`src/rtl/stack_controller.sv`:
```
// Sequencer for a full-descending hardware stack: turns PUSH/POP requests into
// SP register and memory control steps, tracks depth and flags overflow/underflow.
module stack_controller #(
   parameter logic [15:0] BASE      = 16'h0000,
   parameter int          MAX_DEPTH = 16,
   parameter int          DEPTH_W   = 5
) (
   input  logic               CLK,
   input  logic               RESETN,
   input  logic               PUSH,
   input  logic               POP,
   input  logic               MEM_RDY,
   output logic               SP_LDN,
   output logic               SP_IDN,
   output logic               SP_INC_DECN,
   output logic               SP_OEN,
   output logic [15:0]        SP_DIN,
   output logic               MEM_REQ,
   output logic               MEM_WE,
   output logic               BUSY,
   output logic               DONE,
   output logic               ERR_OVF,
   output logic               ERR_UNF,
   output logic [DEPTH_W-1:0] DEPTH
);

   typedef enum logic [2:0] {
      S_INIT,
      S_IDLE,
      S_DEC,
      S_WR,
      S_RD,
      S_INC,
      S_FIN
   } state_t;

   localparam logic [DEPTH_W-1:0] FULL = DEPTH_W'(MAX_DEPTH);

   state_t             state_reg, state_next;
   logic [DEPTH_W-1:0] depth_reg, depth_next;
   logic               ovf_reg, ovf_next;
   logic               unf_reg, unf_next;

   always_ff @(posedge CLK or negedge RESETN) begin
      if (!RESETN) begin
         state_reg <= S_INIT;
         depth_reg <= '0;
         ovf_reg   <= 1'b0;
         unf_reg   <= 1'b0;
      end else begin
         state_reg <= state_next;
         depth_reg <= depth_next;
         ovf_reg   <= ovf_next;
         unf_reg   <= unf_next;
      end
   end

   // Every control output is a decode of the state register, so nothing on
   // the bus side ever follows PUSH/POP/MEM_RDY combinationally.
   always_comb begin
      state_next  = state_reg;
      depth_next  = depth_reg;
      ovf_next    = 1'b0;
      unf_next    = 1'b0;
      SP_LDN      = 1'b1;
      SP_IDN      = 1'b1;
      SP_INC_DECN = 1'b1;
      SP_OEN      = 1'b1;
      MEM_REQ     = 1'b0;
      MEM_WE      = 1'b0;
      BUSY        = 1'b1;
      DONE        = 1'b0;

      case (state_reg)
         S_INIT: begin
            SP_LDN     = 1'b0;
            state_next = S_IDLE;
         end
         S_IDLE: begin
            BUSY = 1'b0;
            if (PUSH) begin
               if (depth_reg < FULL) state_next = S_DEC;
               else                  ovf_next   = 1'b1;
            end else if (POP) begin
               if (depth_reg != '0) state_next = S_RD;
               else                 unf_next   = 1'b1;
            end
         end
         S_DEC: begin
            SP_IDN      = 1'b0;
            SP_INC_DECN = 1'b0;
            state_next  = S_WR;
         end
         S_WR: begin
            SP_OEN  = 1'b0;
            MEM_REQ = 1'b1;
            MEM_WE  = 1'b1;
            if (MEM_RDY) begin
               state_next = S_FIN;
               depth_next = depth_reg + 1'b1;
            end
         end
         S_RD: begin
            SP_OEN  = 1'b0;
            MEM_REQ = 1'b1;
            if (MEM_RDY) state_next = S_INC;
         end
         S_INC: begin
            SP_IDN     = 1'b0;
            state_next = S_FIN;
            depth_next = depth_reg - 1'b1;
         end
         S_FIN: begin
            DONE       = 1'b1;
            state_next = S_IDLE;
         end
         default: state_next = S_INIT;
      endcase
   end

   assign SP_DIN  = BASE;
   assign ERR_OVF = ovf_reg;
   assign ERR_UNF = unf_reg;
   assign DEPTH   = depth_reg;

endmodule

```
`config.mk`:
```
export PLATFORM = sky130hd
export DESIGN_NAME = stack_controller
export DESIGN_NICKNAME = d
export VERILOG_FILES = /design/src/rtl/stack_controller.sv
export SDC_FILE = /design/constraint.sdc
export NUM_CORES = 1
export LEC_CHECK = 0
export ABC_CLOCK_PERIOD_IN_PS = 2000
export BUFFER_PORTS_ARGS = -buffer_cell sky130_fd_sc_hd__buf_2
export CAP_MARGIN = 25
export CORE_MARGIN = 2
export CORE_UTILIZATION = 44
export DETAILED_ROUTE_END_ITERATION = 10
export PLACE_DENSITY = 0.89
export SLEW_MARGIN = 20
export SYNTH_ARGS = -nofsm -noshare
export SYNTH_HDL_FRONTEND = slang
export SYNTH_SLANG_ARGS = --single-unit
```
`constraint.sdc`:
```
create_clock -name CLK -period 2 [get_ports CLK]
set_clock_uncertainty 0.05 [all_clocks]
set_input_delay 0.3 -clock CLK [delete_from_list [all_inputs] [get_ports CLK]]
set_output_delay 0.3 -clock CLK [all_outputs]
set_load 0.05 [all_outputs]
```
==> impl_results.md, run 1 <==
* Worst min-delay path category: in -> reg
* Crit path capture type: primary output
* Vias at 589
* Drt pass-1 iters at 4
* Unrepaired setup endpoints after global routing: no
* M1 GR Usage at 16.3%
* CTS root buf: clkbuf_4
* Initial core utilization at 47.2%
* Placer Congestion at 0.818
* First-pass GRT wire length at 2150 um
* Synth top area cells: dfrtp_1 (35%), buf_4 (17%), a21oi_1 (4.2%)
* Number of buffers created by CTS at 3
* Area delta synth->final at 15.5%
* Via/cell ratio at 4.95
* Setup TNS at 0 ns
* Largest family of logic cells by synthesized area: simple AND/OR/NAND/NOR gates
* Worst Path Arrival at 1.51 ns
* Buffers added on ports at 19
* Clk Latency, worst-skew pair at 0.25 ns
* Max-slew violations at 0
* Area leader, netlist: dfrtp_1
* Netlist cell types at 32
* # H-tree levels at 1
* Cell area after synthesis at 711 um^2
* Period utilisation layout at 93.2%
* Reg clk slew, reported paths at 0.07 ns
* Post-Route WL at 1370 um
* Fin nets at 110
* CTS tree: yes
* Site row count at 14
* Status: finished clean
* Layout cell share with drive strength beyond 1 at 30.1%
* DR DRC count at 0
* Largest register FFs at 5
* Number of global-route vias before repair at 520
* Post-layout util at 54.5%
* CP Data Required Time at 1.65 ns
* Routed len/inst at 11.5 um
* Final hold viol count at 0
* Most used routing layer: met2
* Critical-path maximum fanout at 13
* Die area at 1950 um^2
* Ant diodes at 0
* Tot GR Track Use at 15.4%
* Maxcap violations at 0
* Grt met2 use at 27.1%
* # setup viols final at 0
* Antenna-violating nets left at 0
* Die W at 44.2 um
* Register area share after synthesis at 35.2%
* Clock sinks at 10
* Core Box Area at 1510 um^2
* Post-synthesis compound-gate area fraction at 9.33%
* Post-CTS setup repair buffer count at 0
* Post-layout minimum cycle time at 1.86 ns
* Syn_area_per_cell at 8.88 um^2
* Post-synthesis adder-cell area fraction at 1.76%
* Largest net degree at the start of global routing at 14
* Die Y at 44.2 um
* Yosys top cell area share at 35.2%
* Achievable Freq at 536 MHz
* Initial antenna violation count at 0
* Detailed Place HPWL at 1090 um
* Met3 Track Usage GR at 4.08%
* GRT overflow at 0
* Syn Inst Count at 80
* Yosys reg bits at 10
* Setup CP Type: reg -> out
* Number of I/O pins at 36
* CP startpoint kind: flip-flop
* Simple-Gate Fraction of Synth Area at 25.5%
* YS warnings at 0
* Post-synthesis mux area share at 2.99%
* Worst hold slack at 0.278 ns
* Clock Path Buffers at 2
* Xor and xnor fraction of the mapped netlist area at 6.16%
* 1st-iter DRT viols at 4
-- critical path, cell delays in order, from the launching register on --
cell     delay [ns]
dfrtp_1        0.39
buf_4          0.18
nor2_1         0.14
and2_1         0.20
a21o_1         0.10
buf_2          0.25
-- cells in the final DEF (no fill, tap or decap), types with 3 or more instances in the layout --
| cell | n |
|---|---|
| a21oi_1 | 5 |
| nor2b_1 | 3 |
| buf_2 | 19 |
| dfrtp_1 | 9 |
| conb_1 | 16 |
| nor2_1 | 4 |
| or3_1 | 3 |
| xor2_1 | 3 |
| clkbuf_4 | 3 |
| nand2_1 | 5 |
-- kinds of logic (layout without fill, tap and decap cells) --
| logic type | count (synthesis) | in the layout |
|---|---|---|
| buffers and inverters | 19 | 27 |
| other | 1 | 16 |
| muxes | 2 | 2 |
| DFF | 10 | 10 |
| adders and majority gates | 1 | 1 |
| and+or+nand+nor | 30 | 30 |
| AOI/OAI and AO/OA | 12 | 12 |
| xor gates and xnor gates | 5 | 5 |
-- stage by stage --
step	std cells	area [um^2]	worst slack (ns)
2_1_floorplan	95	771	0.0362
3_3_place_gp	114	773	0.253
3_5_place_dp	114	773	0.156
4_1_cts	119	820	0.122
5_1_grt	119	821	0.00935
6_report	119	821	0.135
-- Yosys cell counts (all sizes together) --
master	n
a21o	1
a21oi	6
a22oi	1
and2	2
and3	1
and3b	1
and4b	1
buf	16
clkbuf	2
conb	1
dfrtp	10
ha	1
inv	1
mux2	1
mux2i	1
nand2	5
nand2b	1
nand3b	2
nand4	2
nor2	4
nor2b	3
nor3	1
nor4	2
o21ai	3
o22ai	1
or2	1
or3	3
or4b	1
xnor2	2
xor2	3
-- area by class of cell --
cell class,instances,area (um^2)
Clock buffer,4,36.3
Fill cell,140,686
Inverter,1,3.75
Multi-Input combinational cell,66,389
Sequential cell,10,251
Tap cell,16,20.0
Timing Repair Buffer,22,120
-- routing by layer --
layer	vias up	part of all wire [%]
met1	269	39
met2	29	52
met3	2	7.2
met4	0	1.1
li1	289	-
met5	-	0
-- worst paths after layout --
path	from	to	slack [ns]	cells after the start
max	state_reg[2]$_DFFE_PN0P_	MEM_REQ	0.14	5
min	PUSH	ERR_OVF$_DFF_PN0_	0.28	3
max reg2reg	state_reg[1]$_DFFE_PN0P_	DEPTH[2]$_DFFE_PN0P_	0.15	6
min reg2reg	DEPTH[0]$_DFFE_PN0P_	DEPTH[0]$_DFFE_PN0P_	0.50	1
max in group asynchronous	RESETN	state_reg[0]$_DFFE_PN0P_	1.30	2
min in group asynchronous	RESETN	ERR_UNF$_DFF_PN0_	0.39	2
-- what timing repair did --
action / 4_1_cts / 5_1_grt
resized for setup: 0 / 1
hold buffers: 1 / 0
endpoints found under the setup margin: 0 / 1
hold endpoints to repair: 10 / 0
Power of run 1 is left out: the tool's default activity adds up to more than one toggle a clock period on the data nets, which glitch-free logic cannot reach.
==> run 2, diff against run 1 <==
Settings changed: ABC_CLOCK_PERIOD_IN_PS 2000 to 1700, CORE_UTILIZATION 44 to 39, PLACE_DENSITY 0.89 to 0.84.
Clock period 2 ns to 1.7 ns, I/O delays scaled along.
==> impl_results.md, run 2 (synthesized netlist as in run 1, its figures left out) <==
* Most frequent cells in the layout: conb_1 (16), buf_4 (14), buf_2 (12)
* Final worst slack at 0.0332 ns (-0.102 ns)
* Critical-path top delay cell: or3_4
* Core Box Area at 1730 um^2 (+15%)
* CTS tree: yes
* Ant diodes at 0 (unchanged)
* Die Y at 46.7 um (+5.6%)
* Number of buffers created by CTS at 3 (unchanged)
* Die W at 46.7 um (+5.6%)
* Status: finished clean
* First-pass GRT wire length at 2310 um (+7.4%)
* Post-Route WL at 1640 um (+20%)
* # H-tree levels at 1 (unchanged)
* Buffers added on ports at 19 (unchanged)
* Post-DP Area at 828 um^2 (+7.1%)
* # setup viols final at 0 (unchanged)
* Final cell area excluding filler cells at 1020 um^2 (+25%)
* Worst Path Arrival at 1.36 ns (-0.15 ns)
* 1st-iter DRT viols at 4 (unchanged)
* Reg clk slew, reported paths at 0.07 ns (about the same)
* Via/cell ratio at 4.57 (-7.6%)
* Max-slew violations at 0 (unchanged)
* Vias at 640 (+8.7%)
* Drt pass-1 iters at 4 (unchanged)
* Tot GR Track Use at 15.2% (-0.18 points)
* Largest register FFs at 5 (unchanged)
* Largest net degree at the start of global routing at 14 (unchanged)
* GRT overflow at 0 (unchanged)
* Initial antenna violation count at 0 (unchanged)
* Period utilisation layout at 98.0%
* Post-layout minimum cycle time at 1.67 ns
* Area delta synth->final at 44.0%
* Critical-path maximum fanout at 9 (-4)
* Clk Latency, worst-skew pair at 0.27 ns (+0.02 ns)
* DR DRC count at 0 (unchanged)
* Die area at 2180 um^2 (+12%)
* Pre-CTS setup slack at -0.0356 ns (-0.191 ns)
* Achievable Freq at 600 MHz
* Clock Path Buffers at 2 (unchanged)
* Crit path buf inv count at 2 (unchanged)
* Initial core utilization at 41.2% (-6.0 points)
* Layout cell share with drive strength beyond 1 at 48.7% (+19 points)
* Commonest non-fill, non-tap cell in the layout: conb_1
* Maxcap violations at 0 (unchanged)
* Fill count at 166 (+19%)
* Antenna-violating nets left at 0 (unchanged)
* Critical path's top delay family: simple AND/OR/NAND/NOR gates
* Post-layout util at 59.3% (+4.8 points)
* CP cell instances: buf_6 -> or3_4 -> buf_8
* Crit path capture type: primary output
* Number of I/O pins at 36 (unchanged)
* Routed len/inst at 11.7 um (+2.0%)
* Unrepaired setup endpoints after global routing: yes
* Placer Congestion at 0.848 (+3.6%)
* Fin nets at 122 (+11%)
* Setup CP Type: reg -> out
* Max incr delay on CP at 0.40 ns (about the same)
* Detailed Place HPWL at 1100 um (+0.65%)
* Number of global-route vias before repair at 550 (+5.8%)
* CP Data Required Time at 1.39 ns (-0.26 ns)
* Site row count at 15 (+1)
* CP startpoint kind: flip-flop
* Worst min-delay path category: in -> reg
* Final hold viol count at 0 (unchanged)
* CTS root buf: clkbuf_4
* Clock sinks at 10 (unchanged)
[run 2: cell count changes in the layout (fill, tap and decap cells not counted), sizes merged]
cell	change
clkbuf	+1
buf	+11
[run 2: worst reg2reg max path, cell delays in order (launching register included)]
cell and delay (ns):
dfrtp_1 0.39, nand3b_4 0.17, xnor2_2 0.14, ha_2 0.19, nor4_1 0.23, nand2b_1 0.10
a21oi_2 0.15, xor2_1 0.17
[run 2: per-stage QoR]
stage	setup TNS, ns	hold slack, ns	cells
2_1_floorplan	-0.162	-0.0906	95
3_3_place_gp	0	0.0737	128
3_5_place_dp	-0.0528	0.0768	128
4_1_cts	-0.00765	0.206	136
5_1_grt	-0.0834	0.235	140
6_report	0	0.211	140
[run 2: worst paths after layout]
path	start	endpoint	slack, ns	depth (start not counted)
worst max-delay path	state_reg[1]$_DFFE_PN0P_	BUSY	0.03	3
worst min-delay path	MEM_RDY	state_reg[2]$_DFFE_PN0P_	0.21	3
worst max register to register	state_reg[1]$_DFFE_PN0P_	DEPTH[4]$_DFFE_PN0P_	0.03	7
worst min register to register	DEPTH[0]$_DFFE_PN0P_	DEPTH[0]$_DFFE_PN0P_	0.52	1
max in group asynchronous	RESETN	state_reg[0]$_DFFE_PN0P_	1.07	2
min in group asynchronous	RESETN	DEPTH[2]$_DFFE_PN0P_	0.32	2
[run 2: area by class of cell]
cell class	instances	area (um^2)	share of cell area [%]
flip-flops and latches	10	253	24.7
clock buffers	4	26.3	2.57
repair buffers	34	258	25.2
well taps	25	31.3	3.06
inverters	1	3.75	0.367
multi-input cells	66	452	44.1
[run 2: layer usage]
metal	share of wire [%]	vias up	routed length (um)	global-route usage (%)
met3	6.6	4	109	2.35
li1	-	312	-	-
met2	52	25	846	24.2
met5	0	-	0	0
met1	40	299	660	19.5
met4	1.5	0	25	8.33
[run 2: repair_timing]
| item | in CTS | in global routing |
|---|---|---|
| resized for setup | 11 | 20 |
| setup buffers | 3 | 4 |
| setup endpoints to repair | 6 | 9 |
| pin swaps | 0 | 5 |
| hold buffers | 1 | 0 |
| endpoints found under the hold margin | 10 | 0 |
Power of run 2 is left out for the same reason.
==> run 3, diff against run 2 <==
Settings changed: ABC_AREA set to 1, CORE_UTILIZATION 39 to 42, PLACE_DENSITY 0.84 to 0.85, SETUP_SLACK_MARGIN set to 0.2.
==> impl_results.md, run 3 <==
* Layout cell share with drive strength beyond 1 at 54.7% (+6.0 points)
* Status: finished clean
* Commonest non-fill, non-tap cell in the layout: conb_1
* Drt pass-1 iters at 4 (unchanged)
* Via/cell ratio at 5.32 (+16%)
* Worst min-delay path category: in -> reg
* Final worst slack at 0.00356 ns (-0.0296 ns)
* Max-slew violations at 0 (unchanged)
* CP cell instances: nor2_4 -> nand2_2 -> nand2_4 -> clkinvlp_4 -> buf_6
* Syn_area_per_cell at 7.15 um^2 (-19%)
* Die Y at 49.2 um (+5.4%)
* CTS root buf: clkbuf_4
* Area leader, netlist: dfrtp_1
* Number of synthesized flops with an enable pin at 0 (unchanged)
* Largest net degree at the start of global routing at 11 (-3)
* # setup viols final at 0 (unchanged)
* Initial core utilization at 44.2% (+3.0 points)
* Yosys reg bits at 10 (unchanged)
* Number of I/O pins at 36 (unchanged)
* Period utilisation layout at 99.8% (+1.7 points)
* Post-layout minimum cycle time at 1.70 ns (+0.0296 ns)
* Site row count at 16 (+1)
* Reg clk slew, reported paths at 0.07 ns (about the same)
* Area delta synth->final at 62.2%
* Setup crit start: state_reg[0]$_DFFE_PN0P_
* Syn Inst Count at 120 (+50%)
* Clock Path Buffers at 2 (unchanged)
* Min-Delay Startpoint: POP
* Clk Latency, worst-skew pair at 0.27 ns (about the same)
* Number of global-route vias before repair at 937 (+70%)
* Final hold viol count at 0 (unchanged)
* Placer Congestion at 0.886 (+4.5%)
* Maxcap violations at 0 (unchanged)
* Post-layout util at 71.7% (+12 points)
* Yosys top cell area share at 29.2% (-6.1 points)
* Async SR Flop Fraction at 100% (unchanged)
* Reg2Reg Launch Point: state_reg[1]$_DFFE_PN0P_
* Largest register FFs at 5 (unchanged)
* Clock sinks at 10 (unchanged)
* Most frequent cells after synthesis: nand2_1 (23), buf_4 (16), inv_1 (16)
* Max incr delay on CP at 0.49 ns (+0.09 ns)
* CP Data Required Time at 1.39 ns (about the same)
* First-pass GRT wire length at 4490 um (+94%)
* GRT overflow at 0 (unchanged)
* 1st-iter DRT viols at 44 (+40)
* Number of buffers created by CTS at 3 (unchanged)
* Fin nets at 168 (+38%)
* Die area at 2420 um^2 (+11%)
* CP startpoint kind: flip-flop
* Crit path buf inv count at 2 (unchanged)
* Buffers added on ports at 19 (unchanged)
* Ant diodes at 0 (unchanged)
* Most common cell in the netlist: nand2_1
* Detailed Place HPWL at 1420 um (+29%)
* Tot GR Track Use at 25.2% (+10 points)
* Critical path's top delay family: flip-flops
* Crit path capture type: primary output
* Critical-path top delay cell: dfrtp_2
* YS warnings at 0 (unchanged)
* CTS tree: yes
* # H-tree levels at 1 (unchanged)
* Routed len/inst at 18.3 um (+56%)
* Core Box Area at 1940 um^2 (+12%)
* DR DRC count at 0 (unchanged)
* Netlist cell types at 23 (-28%)
* Initial antenna violation count at 0 (unchanged)
* Unrepaired setup endpoints after global routing: yes
* Cell area after synthesis at 858 um^2 (+21%)
* Register area share after synthesis at 29.2% (-6.1 points)
* Vias at 1,001 (+56%)
* Critical-path maximum fanout at 5 (-4)
* Post-Route WL at 3440 um (+110%)
* Antenna-violating nets left at 0 (unchanged)
* Most frequent cells in the layout: conb_1 (16), nand2_1 (14), inv_1 (12)
* Setup TNS at 0 ns (unchanged)
* Pre-CTS setup slack at 0.0457 ns (+0.0813 ns)
* Synth top area cells: dfrtp_1 (29%), buf_4 (14%), nand2_1 (10%)
* Synth Flop Type: dfrtp_1
* Achievable Freq at 589 MHz (-1.7%)
* Fill count at 124 (-25%)
* Setup CP Type: reg -> out
* Worst Path Arrival at 1.39 ns (+0.03 ns)
* Die W at 49.2 um (+5.4%)
## run 3: cell types whose count changed after synthesis, moves of 3 or more
cell	change
nand2_1	+18
inv_1	+16
nand3_1	+10
a21oi_1	-4
inv_2	+4
nand2_2	+4
nor2_1	+4
nor2b_1	-3
or3_1	-3
## run 3: area by class of cell
type	instances	area [um^2]	share of cell area, %
inverters	21	92.6	6.65
flip-flops and latches	10	255	18.3
well taps	27	33.8	2.43
multi-input cells	86	596	42.8
repair buffers	40	379	27.2
clock buffers	4	36.3	2.61
## run 3: per-layer routing
metal	global-route usage, %	wire length (um)
met4	28.1	259
met1	24.3	1180
met2	42.6	1670
met3	4.29	335
met5	0	0
## run 3: through the flow
step                cells  hold WS, ns  area, um^2
finish                188        0.169        1390
global placement      164       0.0803         945
CTS                   182        0.167        1210
detailed placement    164       0.0789         945
global route          188        0.206        1390
floorplan             135      -0.0906         951
## run 3: final timing paths
kind / slack [ns] / end / cells past startpoint
setup / recovery: 0.004 / SP_OEN / 5
hold / removal: 0.17 / ERR_UNF$_DFF_PN0_ / 3
setup reg to reg: 0.04 / DEPTH[4]$_DFFE_PN0P_ / 10
hold reg to reg: 0.53 / DEPTH[4]$_DFFE_PN0P_ / 2
max in group asynchronous: 1.00 / DEPTH[1]$_DFFE_PN0P_ / 2
min in group asynchronous: 0.38 / ERR_OVF$_DFF_PN0_ / 2
## run 3: worst register-to-register path: cells and delay by family (launching register included)
| kind | cells | cell delay [ns] |
|---|---|---|
| AND/OR/NAND/NOR | 8 | 0.74 |
| buffers and inverters | 2 | 0.28 |
| flip-flops | 1 | 0.47 |
## run 3: what timing repair did
action                                  CTS  global route
resized for setup                        40            32
buffers inserted                         13             6
hold buffers                              1             0
endpoints found under the hold margin    10             0
endpoints found under the setup margin   11            15
pin swaps                                11            19
## run 3: logic make-up (layout without fill, tap and decap cells)
kind of cell,Yosys count,count (layout),synth area share [%]
AO/OA/AOI/OAI,10,10,6.12
XOR/XNOR,3,3,3.06
adder cells (fa/ha/maj),1,1,1.46
buffers and inverters,39,65,25.8
flip-flops,10,10,29.2
other,1,16,0.437
AND/OR/NAND/NOR,56,56,34.0
Power of run 3 is left out for the same reason.
